### config.mk
export PLATFORM = sky130hd
export DESIGN_NAME = ddr_ctr_rd_check
export DESIGN_NICKNAME = d
export VERILOG_FILES = /design/src/rtl/ddr_ctr_rd_check.sv
export SDC_FILE = /design/constraint.sdc
export NUM_CORES = 1
export LEC_CHECK = 0
export BUFFER_PORTS_ARGS = -buffer_cell sky130_fd_sc_hd__clkbuf_2
export CAP_MARGIN = 20
export CORE_ASPECT_RATIO = 1.5
export CORE_UTILIZATION = 40
export CTS_CLUSTER_DIAMETER = 50
export CTS_CLUSTER_SIZE = 20
export DETAILED_ROUTE_END_ITERATION = 10
export PLACE_DENSITY = 0.81
export SLEW_MARGIN = 40
export SYNTH_ARGS = -nofsm -noshare
export SYNTH_HDL_FRONTEND = slang
export SYNTH_SLANG_ARGS = --single-unit
### constraint.sdc
create_clock -name clk -period 3.1 [get_ports clk]
set_input_delay 0.62 -clock clk [delete_from_list [all_inputs] [get_ports clk]]
set_output_delay 0.62 -clock clk [all_outputs]
set_load 0.02 [all_outputs]
### src/rtl/ddr_ctr_rd_check.sv
// DDR read-back checker: issues one AXI4 INCR read burst at ADDR and checks beat i against PATTERN+i.
// Define DDR_RD_CHECK_ERRCNT_EN to enable the failing-beat counter on err_cnt (tied to zero otherwise).

module ddr_ctr_rd_check #(
   parameter logic [31:0]  ADDR        = 32'h0000_F000,
   parameter int           BURST_LEN   = 1,
   parameter logic [127:0] PATTERN     = 128'h00000000_00000000_12345678_87654321,
   parameter int           TIMEOUT_CYC = 1024
) (
   input  logic         clk,
   input  logic         rstn,
   input  logic         start,
   output logic [31:0]  araddr,
   output logic [7:0]   arlen,
   output logic [2:0]   arsize,
   output logic [1:0]   arburst,
   output logic         arvalid,
   input  logic         arready,
   input  logic [127:0] rdata,
   input  logic [1:0]   rresp,
   input  logic         rlast,
   input  logic         rvalid,
   output logic         rready,
   output logic         busy,
   output logic         done,
   output logic         pass,
   output logic         timeout,
   output logic [15:0]  err_cnt
);

   localparam int            TW        = $clog2(TIMEOUT_CYC) + 1;
   localparam logic [TW-1:0] TIMER_MAX = TW'(TIMEOUT_CYC - 1);
   localparam logic [7:0]    LAST_IDX  = 8'(BURST_LEN - 1);

   typedef enum logic [1:0] {S_IDLE, S_ADDR, S_DATA, S_DONE} state_t;

   state_t        state;
   logic [7:0]    beat_idx;
   logic [TW-1:0] timer;
   logic          fail;

   logic [127:0]  expected;
   logic          ar_hs;
   logic          r_hs;
   logic          last_beat;
   logic          beat_fail;
   logic          expired;

   assign araddr  = ADDR;
   assign arlen   = LAST_IDX;
   assign arsize  = 3'b100;
   assign arburst = 2'b01;

   // A beat is bad on wrong data, non-OKAY response, or rlast not matching the final index.
   assign expected  = PATTERN + {120'd0, beat_idx};
   assign ar_hs     = arvalid & arready;
   assign r_hs      = rvalid & rready;
   assign last_beat = (beat_idx == LAST_IDX);
   assign beat_fail = (rdata != expected) | (rresp != 2'b00) | (rlast != last_beat);
   assign expired   = (timer == TIMER_MAX);

   always_ff @(posedge clk or negedge rstn) begin
      if (!rstn) begin
         state    <= S_IDLE;
         arvalid  <= 1'b0;
         rready   <= 1'b0;
         busy     <= 1'b0;
         done     <= 1'b0;
         pass     <= 1'b0;
         timeout  <= 1'b0;
         fail     <= 1'b0;
         beat_idx <= 8'd0;
         timer    <= '0;
      end else begin
         done <= 1'b0;
         case (state)
            S_IDLE: begin
               if (start) begin
                  state    <= S_ADDR;
                  arvalid  <= 1'b1;
                  busy     <= 1'b1;
                  pass     <= 1'b0;
                  timeout  <= 1'b0;
                  fail     <= 1'b0;
                  beat_idx <= 8'd0;
                  timer    <= '0;
               end
            end
            S_ADDR: begin
               if (ar_hs) begin
                  state   <= S_DATA;
                  arvalid <= 1'b0;
                  rready  <= 1'b1;
                  timer   <= '0;
               end else if (expired) begin
                  state   <= S_DONE;
                  arvalid <= 1'b0;
                  timeout <= 1'b1;
                  fail    <= 1'b1;
                  pass    <= 1'b0;
                  done    <= 1'b1;
               end else begin
                  timer <= timer + TW'(1);
               end
            end
            S_DATA: begin
               // A handshake always beats a coinciding timer expiry.
               if (r_hs) begin
                  timer <= '0;
                  if (beat_fail) fail <= 1'b1;
                  if (last_beat | rlast) begin
                     state  <= S_DONE;
                     rready <= 1'b0;
                     done   <= 1'b1;
                     pass   <= ~(fail | beat_fail);
                  end else begin
                     beat_idx <= beat_idx + 8'd1;
                  end
               end else if (expired) begin
                  state   <= S_DONE;
                  rready  <= 1'b0;
                  timeout <= 1'b1;
                  fail    <= 1'b1;
                  pass    <= 1'b0;
                  done    <= 1'b1;
               end else begin
                  timer <= timer + TW'(1);
               end
            end
            S_DONE: begin
               state <= S_IDLE;
               busy  <= 1'b0;
            end
            default: state <= S_IDLE;
         endcase
      end
   end

`ifdef DDR_RD_CHECK_ERRCNT_EN
   logic [15:0] err_q;

   always_ff @(posedge clk or negedge rstn) begin
      if (!rstn) begin
         err_q <= 16'h0;
      end else if (state == S_IDLE && start) begin
         err_q <= 16'h0;
      end else if (state == S_DATA && r_hs && beat_fail && err_q != 16'hFFFF) begin
         err_q <= err_q + 16'h1;
      end
   end

   assign err_cnt = err_q;
`else
   assign err_cnt = 16'h0;
`endif

endmodule

# == After elaboration in Yosys (flattened, before gate mapping) ==
# Index checks and enable logic that the tools add are counted.
# word_totals
register_bits,28
inputBits,136
memories,0
latch_bits,0
word_cells,97
ramBits,0
output_inout_bits,67
romBits,0
# classes
n_mux,44
n_reduce_logical,17
shifts,0
add_sub_neg,3
n_mul,0
eq_ne,16
bitwise_logic,7
div_mod_pow,0
n_lt_le_gt_ge,0
# ops
operator,n
inequality test 128 x 62 -> 1 bit,1
adder 61 x 8 -> 62 bit (first input constant),1
two-way mux 11 bit,4
case mux 11 bit (3 select lines),1
two-way mux 8 bit,3
two-way mux 1 bit,22
AND reduction 4 bit,5
case mux 8 bit (2 select lines),1
inequality test 2 bit (second input constant),6
inequality test 3 bit (second input constant),4
adder 11 x 1 -> 11 bit (second input constant),1
equality test 11 x 10 -> 1 bit (second input constant),1
two-way mux 2 bit,5
nonzero test 2 bit,5
case mux 1 bit (3 select lines),3
adder 8 x 1 -> 8 bit (second input constant),1
zero test 8 bit,1
case mux 1 bit (2 select lines),4
case mux 2 bit (4 select lines),1
AND reduction 2 bit,3
equality test 2 bit (second input constant),2
OR 1 bit,4
AND reduction 3 bit,1
nonzero test 3 bit,1
5 further kinds,6

# == Longest topological paths before layout ==
# Gate-level depths: netlist of run 1.
# logic_depth
ltp_word,9
ltp_mapped,11
ltp_nobuf,11

# == Least setup slack after synthesis of run 1 ==
# No wires, ideal clock.
# synth_path
path_type,input to register
from,input port rdata[48]
to,register fail
slack_ns,0.583
required_time_ns,2.979
arrival_time_ns,2.396
setup_ns,0.121
path_buffers,0
stages,7
path_cell_list,or4b_1 > nor4_2 > nand4_1 > or4_4 > nor4_4 > nor2_1 > o22a_1
# synth_between
elab_chain_len,5
# synth_rtl
element,line_no,source
start: declaration,19,"input logic [127:0] rdata,"
inequality test 128 x 62 -> 1 bit,59,assign beat_fail = (rdata != expected) | (rresp != 2'b00) | (rlast != last_beat);
OR 1 bit (2 in series),59,
inequality test 3 bit (no line),n/a,
AND reduction 4 bit (no line),n/a,
end signal: assignment,71,fail <= 1'b0;
end signal: assignment,84,fail <= 1'b0;
end signal: assignment,99,fail <= 1'b1;
end: declaration,40,logic fail;
# Every way passes these cells.
# A chain may end at the register's enable or synchronous reset.

# == Worst setup path after layout of run 1 ==
# layout_path
from,register beat_idx[0]
to,register fail
# layout_between
elab_chain_len,6
word_cells_on_any_way,8
cone_classes,1 x add/sub; 3 x eq/ne; 2 x bitwise; 2 x reduce/logical
# layout_rtl
element,line_no,source
start: declaration,38,logic [7:0] beat_idx;
start signal: assignment,117,beat_idx <= beat_idx + 8'd1;
adder 61 x 8 -> 62 bit,55,"assign expected = PATTERN + {120'd0, beat_idx};"
inequality test 128 x 62 -> 1 bit,59,
OR 1 bit,59,
OR 1 bit (*),59,
inequality test 3 bit (no line) (*),n/a,
AND reduction 4 bit (no line) (*),n/a,
# Mark *: on every way between the ends. The rest lies on a longest branch, timed or not.

==> summary.md, run 1 <==
| Metric | Value |
|---|---|
| Outcome | `finished, final reports clean` |
| Initial antenna violation count | `0` |
| Port bufs | `between 100 and 150` |
| Crit Path Class | `reg -> reg` |
| Ports | `203` |
| Met3 GRT Util | `around 2.0%` |
| RSZ-0062 raised after global routing | `no` |
| Worst slew pin tran | `702.4 ps` |
| Skew final | `2.879 ps` |
| Async SR Flop Fraction | `100.0%` |
| FF-to-FF path depth | `11` |
| DPL Wire Length | `6815 µm` |
| Number of synthesized register bits | `28` |
| Commonest non-fill, non-tap cell in the layout | `clkbuf_2` |
| Cell mode on critical path | `ha_1` |
| CP bufs+invs | `1` |
| Via count | `2,809` |
| Post-synthesis adder-cell area fraction | `3.852%` |
| Area after DPL | `between 0.003 and 0.004 mm²` |
| Final Cycle Share | `86.51%` |
| Max-slew headroom | `a little over half` |
| P_int | `0.0007570 W` |
| Arr. time, crit path | `roughly 2900 ps` |
| Clock share of power | `between 10 and 15%` |
| Synth-to-layout area growth | `23.83%` |
| Psw | `0.0006494 W` |
| Rows | `35` |
| Post-DRT Antenna Nets | `0` |
| Largest Register | `timer` |
| Combinational share of power | `53.5%` |
| DR DRC count | `0` |
| Crit path time final | `about 2700 ps` |
| Switching part of the total | `approximately 46%` |
| Seq pwr share | `32.0%` |
| Resize count post-CTS | `0` |
| Met2 usage | `a little over 40%` |
| Max-slew violations | `0` |
| P_leak | `1.700 nW` |
| Wire per inst | `15.13 µm` |
| CTS Buffer Depth | `2` |
| Synth Area in Simple Gates | `27.59%` |
| Post-Syn Area | `between 0.002 and 0.003 mm²` |
| Top_reg_cell synth | `dfrtp_1` |
| Critical path peak fanout | `8` |
| Library cells used by synthesis | `50` |
| ANT cells | `0` |
| Fraction of layout cells with a size suffix above 1 | `34.20%` |
| Remaining global-route overflow | `0` |
| Synth Area in Compound Gates | `15.45%` |
| Chip width | `67.81 µm` |
| # Max-Cap Violations | `0` |
| Hold Vio Cnt, Final | `0` |
| # H-tree levels | `1` |
| Worst hold path class | `in -> async` |
| CP peak stage delay | `470 ps` |
| Design area | `around 0.0032 mm²` |
| R2R Setup Slk | `420 ps` |
| Clk_lat worst skew | `280 ps` |
| Gr usage total | `~23%` |
| Mux cell area share after synthesis | `less than 1%` |
| Hold buffers post-CTS | `0` |
| Endpoints failing setup | `0` |
| CTS tree | `yes` |
| DR pass1 iterations | `5` |
| Detailed Route WL | `8066 µm` |
| Iteration-0 DRC Markers | `about 230` |
| Setup bufs post-CTS | `0` |
| Worst reg2reg startpoint | `beat_idx[0]$_DFFE_PN0P_` |
| CP max-delay cell | `dfrtp_1` |
| Crit path capture type | `register` |
| FMAX | `0.3729 GHz` |
| Clk sinks | `28` |
| EDFF count, synth | `0` |
| Die ar. | `0.006830 mm²` |
| Largest family of logic cells by synthesized area | `simple AND/OR/NAND/NOR gates` |
| Maximum vdd drop | `0.2762 mV` |
| Required time worst endpoint | `3270 ps` |
| Largest net degree at the start of global routing | `29` |
| CP Launch Type | `register` |
| Number of flip-flops in the largest register | `11` |
| GP Congestion | `0.9845` |
| Clock-pin slew on the worst setup and hold paths | `100 ps` |
| Inserted Clock Buffers | `3` |
| Vias in the first global route | `2,539` |
| Pwr Density | `437.0 mW/mm²` |
| Nets | `605` |
| DR vias/cell | `5.270` |
| Syn Area/Cell | `8.121 µm²` |
| Die Y | `100.7 µm` |
| Register area | `between 700 and 800 µm²` |
| Top flop regs | `timer: 11 flops, beat_idx: 8 flops, state: 2 flops` |
| Crit-path cells | `inv_1 > ha_1 > nor4b_1 > nand2_1 > ha_1 > nor4_1 > nand4_1 > or4_4 > nor4_4 > nor2_1 > o22a_1` |
| Family with the most delay on the worst path | `simple AND/OR/NAND/NOR gates` |
| Most frequent cells in the layout | `141 x clkbuf_2, 61 x conb_1, 33 x nand2_1, 28 x dfrtp_1, 21 x nor2_1` |
| Met1 usage | `around 30%` |
| Layout fillers | `609` |
| First-pass GRT wire length | `11,810 µm` |
| Final TNS setup | `0 ps` |
| GRT busiest layer | `met2` |
| R2r endpoint | `fail$_DFFE_PN0P_` |
| Core ar. | `0.006218 mm²` |
| Multi-input logic area | `0.001609 mm²` |
| Cell chosen for the clock root | `clkbuf_8` |
| Mapped Cells | `320` |
| Yosys synthesis warning count | `0` |
| Xor/xnor share of the synthesized area | `5.392%` |
| Seq/Total Area, Yosys | `a little over a quarter` |
| Initial core utilization | `41.79%` |
cells in the mapped netlist (all sizes together) (2+ instances only):
cell    count  area share, %
nand3      10            1.9
dfrtp      28             27
nor3        6            1.2
nor2       21            3.0
xor2        7            2.4
a41oi       2           0.67
o31ai       5            1.4
inv         9            1.3
nor4b       6            2.0
xnor2       9            3.0
a31oi       7            1.9
nand4      10            2.4
o21ai      24            4.6
nand2      33            4.8
a21boi      3           0.87
or2         4           0.96
a21oi      11            2.1
and3        3           0.72
o22a        4            1.3
clkbuf      5           0.72
ha          8            3.9
or4         2           0.72
nor4       20            6.5
nor4bb      3            1.2
buf        61             18
conb        2           0.29
stage by stage:
| stage | power [W] | utilization, % | setup WS (ps) | std cells | hold WS (ps) |
|---|---|---|---|---|---|
| after CTS | 0.001394 | 51.31 | 394.0 | 532 | 407.3 |
| after detailed placement | 0.001189 | 50.64 | 352.9 | 529 | 483.6 |
| after global routing | 0.001526 | 51.75 | 139.2 | 533 | 191.4 |
| after global placement | 0.001167 | 50.64 | 414.4 | 529 | 475.5 |
| final | 0.001406 | 51.75 | 418.2 | 533 | 193.9 |
| after floorplan | 0.001009 | - | 582.8 | 379 | 324.4 |
metal layers:
metal / share of wire (%) / up-vias
met2: 52 / 190
met1: 38 / 1296
met3: 9.2 / 9
met5: 0 / -
li1: - / 1314
met4: 0.99 / 0
cells by family after synthesis:
group,Yosys count
other,2
XOR/XNOR,16
flip-flops,28
AO/OA/AOI/OAI,63
adder cells (fa/ha/maj),8
buffers and inverters,75
multiplexers,2
AND/OR/NAND/NOR,126
power groups by stage:
stage / sequential, W / clock, W / combinational (W)
2_1_floorplan: 0.000465 / 0 / 0.000543
3_3_place_gp: 0.000453 / 0 / 0.000714
3_5_place_dp: 0.000456 / 0 / 0.000733
4_1_cts: 0.000448 / 0.000206 / 0.000740
5_1_grt: 0.000457 / 0.000226 / 0.000843
6_report: 0.000451 / 0.000204 / 0.000752
worst max path at each step:
stage,start,depth (start not counted),endpoint
floorplan,rdata[48],7,fail$_DFFE_PN0P_
global placement,rdata[48],8,fail$_DFFE_PN0P_
detailed placement,rdata[48],8,fail$_DFFE_PN0P_
CTS,beat_idx[0]$_DFFE_PN0P_,11,fail$_DFFE_PN0P_
global route,beat_idx[0]$_DFFE_PN0P_,11,fail$_DFFE_PN0P_
finish,beat_idx[0]$_DFFE_PN0P_,11,fail$_DFFE_PN0P_
area by class of cell:
class | instances | area share [%]
Tap cell | 74 | 2.877
Timing Repair Buffer | 143 | 23.02
Clock buffer | 3 | 1.283
Inverter | 9 | 1.050
Multi-Input combinational cell | 276 | 50.00
Sequential cell | 28 | 21.77
Power figures use the tool's default switching activity.
==> run 2, diff against run 1 <==
clock period = 2.7 ns   (was 3.1 ns; I/O delays follow)
==> run 2 against run 1 <==
Effect of this change: combinational power is 15% higher; largest power group unchanged; highest routed layer unchanged; first-iteration DRC count is 12% lower; critical endpoint unchanged; via count is 2.2% lower; clock skew is 2.1 ps higher; largest cell class unchanged; die area stayed put; core utilization is 0.74 points higher.
==> summary.md, run 2 (synthesis results as in run 1) <==
| Metric | Value |
|---|---|
| Outcome | `finished, final reports clean` |
| CTS tree | `yes` |
| P_leak | `1.741 nW (+2.5%)` |
| Fraction of layout cells with a size suffix above 1 | `35.48% (+1.3 points)` |
| Number of flip-flops in the largest register | `11 (unchanged)` |
| Worst slew pin tran | `729.9 ps (+27.53 ps)` |
| Detailed Route WL | `7818 µm (-3.1%)` |
| CTS Buffer Depth | `2 (unchanged)` |
| Critical path peak fanout | `2 (-6)` |
| Crit path capture type | `register` |
| Vias in the first global route | `2,551 (+0.47%)` |
| Chip width | `67.81 µm (unchanged)` |
| Top flop regs | `timer: 11 flops, beat_idx: 8 flops, state: 2 flops` |
| ANT cells | `0 (unchanged)` |
| Post-DRT Antenna Nets | `0 (unchanged)` |
| Psw | `0.0007289 W (+12%)` |
| Clock share of power | `14.1% (-0.4 points)` |
| Iteration-0 DRC Markers | `202 (-12%)` |
| # H-tree levels | `1 (unchanged)` |
| Most frequent cells in the layout | `141 x clkbuf_2, 61 x conb_1, 33 x nand2_1, 28 x dfrtp_1, 21 x nor2_1` |
| Port bufs | `141 (unchanged)` |
| Hold Vio Cnt, Final | `0 (unchanged)` |
| Max-slew headroom | `51.34% (-1.7 points)` |
| DPL Wire Length | `6846 µm (+0.46%)` |
| P_int | `0.0008782 W (+16%)` |
| Setup bufs post-CTS | `0 (unchanged)` |
| Layout fillers | `615 (+0.99%)` |
| FMAX | `0.4023 GHz (+7.9%)` |
| Crit Path Class | `reg -> reg` |
| Register area | `700.7 µm² (unchanged)` |
| Initial antenna violation count | `0 (unchanged)` |
| Die Y | `100.7 µm (unchanged)` |
| Largest Register | `timer` |
| # Max-Cap Violations | `0 (unchanged)` |
| Rows | `35 (unchanged)` |
| Endpoints failing setup | `0 (unchanged)` |
| Gr usage total | `23.43% (+0.27 points)` |
| Ports | `203 (unchanged)` |
| Worst hold path class | `in -> async` |
| Nets | `611 (+0.99%)` |
| CP Launch Type | `register` |
| GP Congestion | `0.9319 (-5.3%)` |
| First-pass GRT wire length | `11,910 µm (+0.82%)` |
| Arr. time, crit path | `2660 ps (-200 ps)` |
| Core ar. | `0.006218 mm² (unchanged)` |
| Largest net degree at the start of global routing | `29 (unchanged)` |
| Via count | `2,748 (-2.2%)` |
| DR pass1 iterations | `4 (-1)` |
| Clock-pin slew on the worst setup and hold paths | `90 ps (about the same)` |
| Initial core utilization | `41.79% (unchanged)` |
| Hold Slack | `309.0 ps (+115.1 ps)` |
| Clk sinks | `28 (unchanged)` |
| Inserted Clock Buffers | `3 (unchanged)` |
| Die ar. | `0.006830 mm² (unchanged)` |
| Seq pwr share | `32.2% (+0.2 points)` |
| Skew final | `4.955 ps (+2.075 ps)` |
| Synth-to-layout area growth | `25.61%` |
| Remaining global-route overflow | `0 (unchanged)` |
| Clk_lat worst skew | `270 ps (about the same)` |
| Pwr Density | `492.3 mW/mm² (+13%)` |
| Crit path time final | `2486 ps (-196.3 ps)` |
| Utilization after layout | `52.50% (+0.74 points)` |
| DR vias/cell | `5.098 (-3.3%)` |
| Hold buffers post-CTS | `0 (unchanged)` |
| Combinational share of power | `53.7% (+0.2 points)` |
| Multi-input logic area | `0.001630 mm² (+1.3%)` |
| Final TNS setup | `0 ps (unchanged)` |
| DR DRC count | `0 (unchanged)` |
| Max-slew violations | `0 (unchanged)` |
| Switching part of the total | `45.36% (-0.82 points)` |
| Required time worst endpoint | `2870 ps (-400 ps)` |
| Wire per inst | `14.50 µm (-4.2%)` |
| RSZ-0062 raised after global routing | `no` |
| Final Cycle Share | `92.06% (+5.5 points)` |
| Cell chosen for the clock root | `clkbuf_8` |
| Maximum vdd drop | `0.2546 mV (-7.8%)` |
| Commonest non-fill, non-tap cell in the layout | `clkbuf_2` |
run 2: cell count changes in the layout (fill, tap and decap cells not counted):
cell,previous run,this run
nor4b_4,0,1
nor4_1,16,15
buf_16,1,0
nor4_2,2,3
nor4b_1,6,5
buf_4,1,8
run 2: per-layer routing:
| metal | routed length, µm | track usage, % |
|---|---|---|
| met1 | 2934 | 29.91 |
| met2 | 4021 | 42.35 |
| met3 | 804 | 2.602 |
| met4 | 57 | 2.885 |
| met5 | 0 | 0 |
run 2: metrics by stage:
step                      instances  total power (W)  instance area [µm²]  setup WS (ps)
final                           539         0.001607                 3264          214.5
after global routing            539         0.001747                 3264          20.07
after detailed placement        536         0.001375                 3202          49.91
after floorplan                 379         0.001158                 2820          242.7
after global placement          536         0.001353                 3202          120.7
after CTS                       539         0.001602                 3243          32.37
run 2: final timing paths:
| path | from | endpoint | slack (ps) | depth (start not counted) |
|---|---|---|---|---|
| min in group clk | fail$_DFFE_PN0P_ | fail$_DFFE_PN0P_ | 510 | 1 |
| setup reg to reg | beat_idx[1]$_DFFE_PN0P_ | fail$_DFFE_PN0P_ | 210 | 11 |
| max in group asynchronous | rstn | timer[5]$_DFFE_PN0P_ | 1930 | 1 |
| hold reg to reg | fail$_DFFE_PN0P_ | fail$_DFFE_PN0P_ | 510 | 1 |
| hold / removal | rstn | timer[10]$_DFFE_PN0P_ | 310 | 1 |
| setup / recovery | beat_idx[1]$_DFFE_PN0P_ | fail$_DFFE_PN0P_ | 210 | 11 |
run 2: timing repair:
item | CTS | global route
endpoints found under the setup margin | 0 | 2
hold endpoints to repair | 0 | 0
resized for setup | 0 | 3
run 2: critical path, cell delays in order, from the launching register on:
cell,delay (ps)
dfrtp_1,380
inv_1,70
ha_1,150
nor4b_4,210
nand2_1,90
ha_1,300
nor4_2,140
nand4_1,110
or4_4,450
nor4_4,240
nor2_1,80
o22a_1,180
run 2: power by group through the flow:
stage | sequential [W] | clock [W] | combinational [W]
finish | 0.000517 | 0.000227 | 0.000863
global route | 0.000527 | 0.000247 | 0.000973
CTS | 0.000516 | 0.000229 | 0.000857
detailed placement | 0.000524 | 0 | 0.000851
global placement | 0.000520 | 0 | 0.000834
floorplan | 0.000534 | 0 | 0.000624
run 2: layout make-up:
class,count,share of cell area (%)
Inverter,9,1.035
Timing Repair Buffer,149,23.46
Multi-Input combinational cell,276,49.94
Clock buffer,3,1.265
Sequential cell,28,21.46
Tap cell,74,2.836
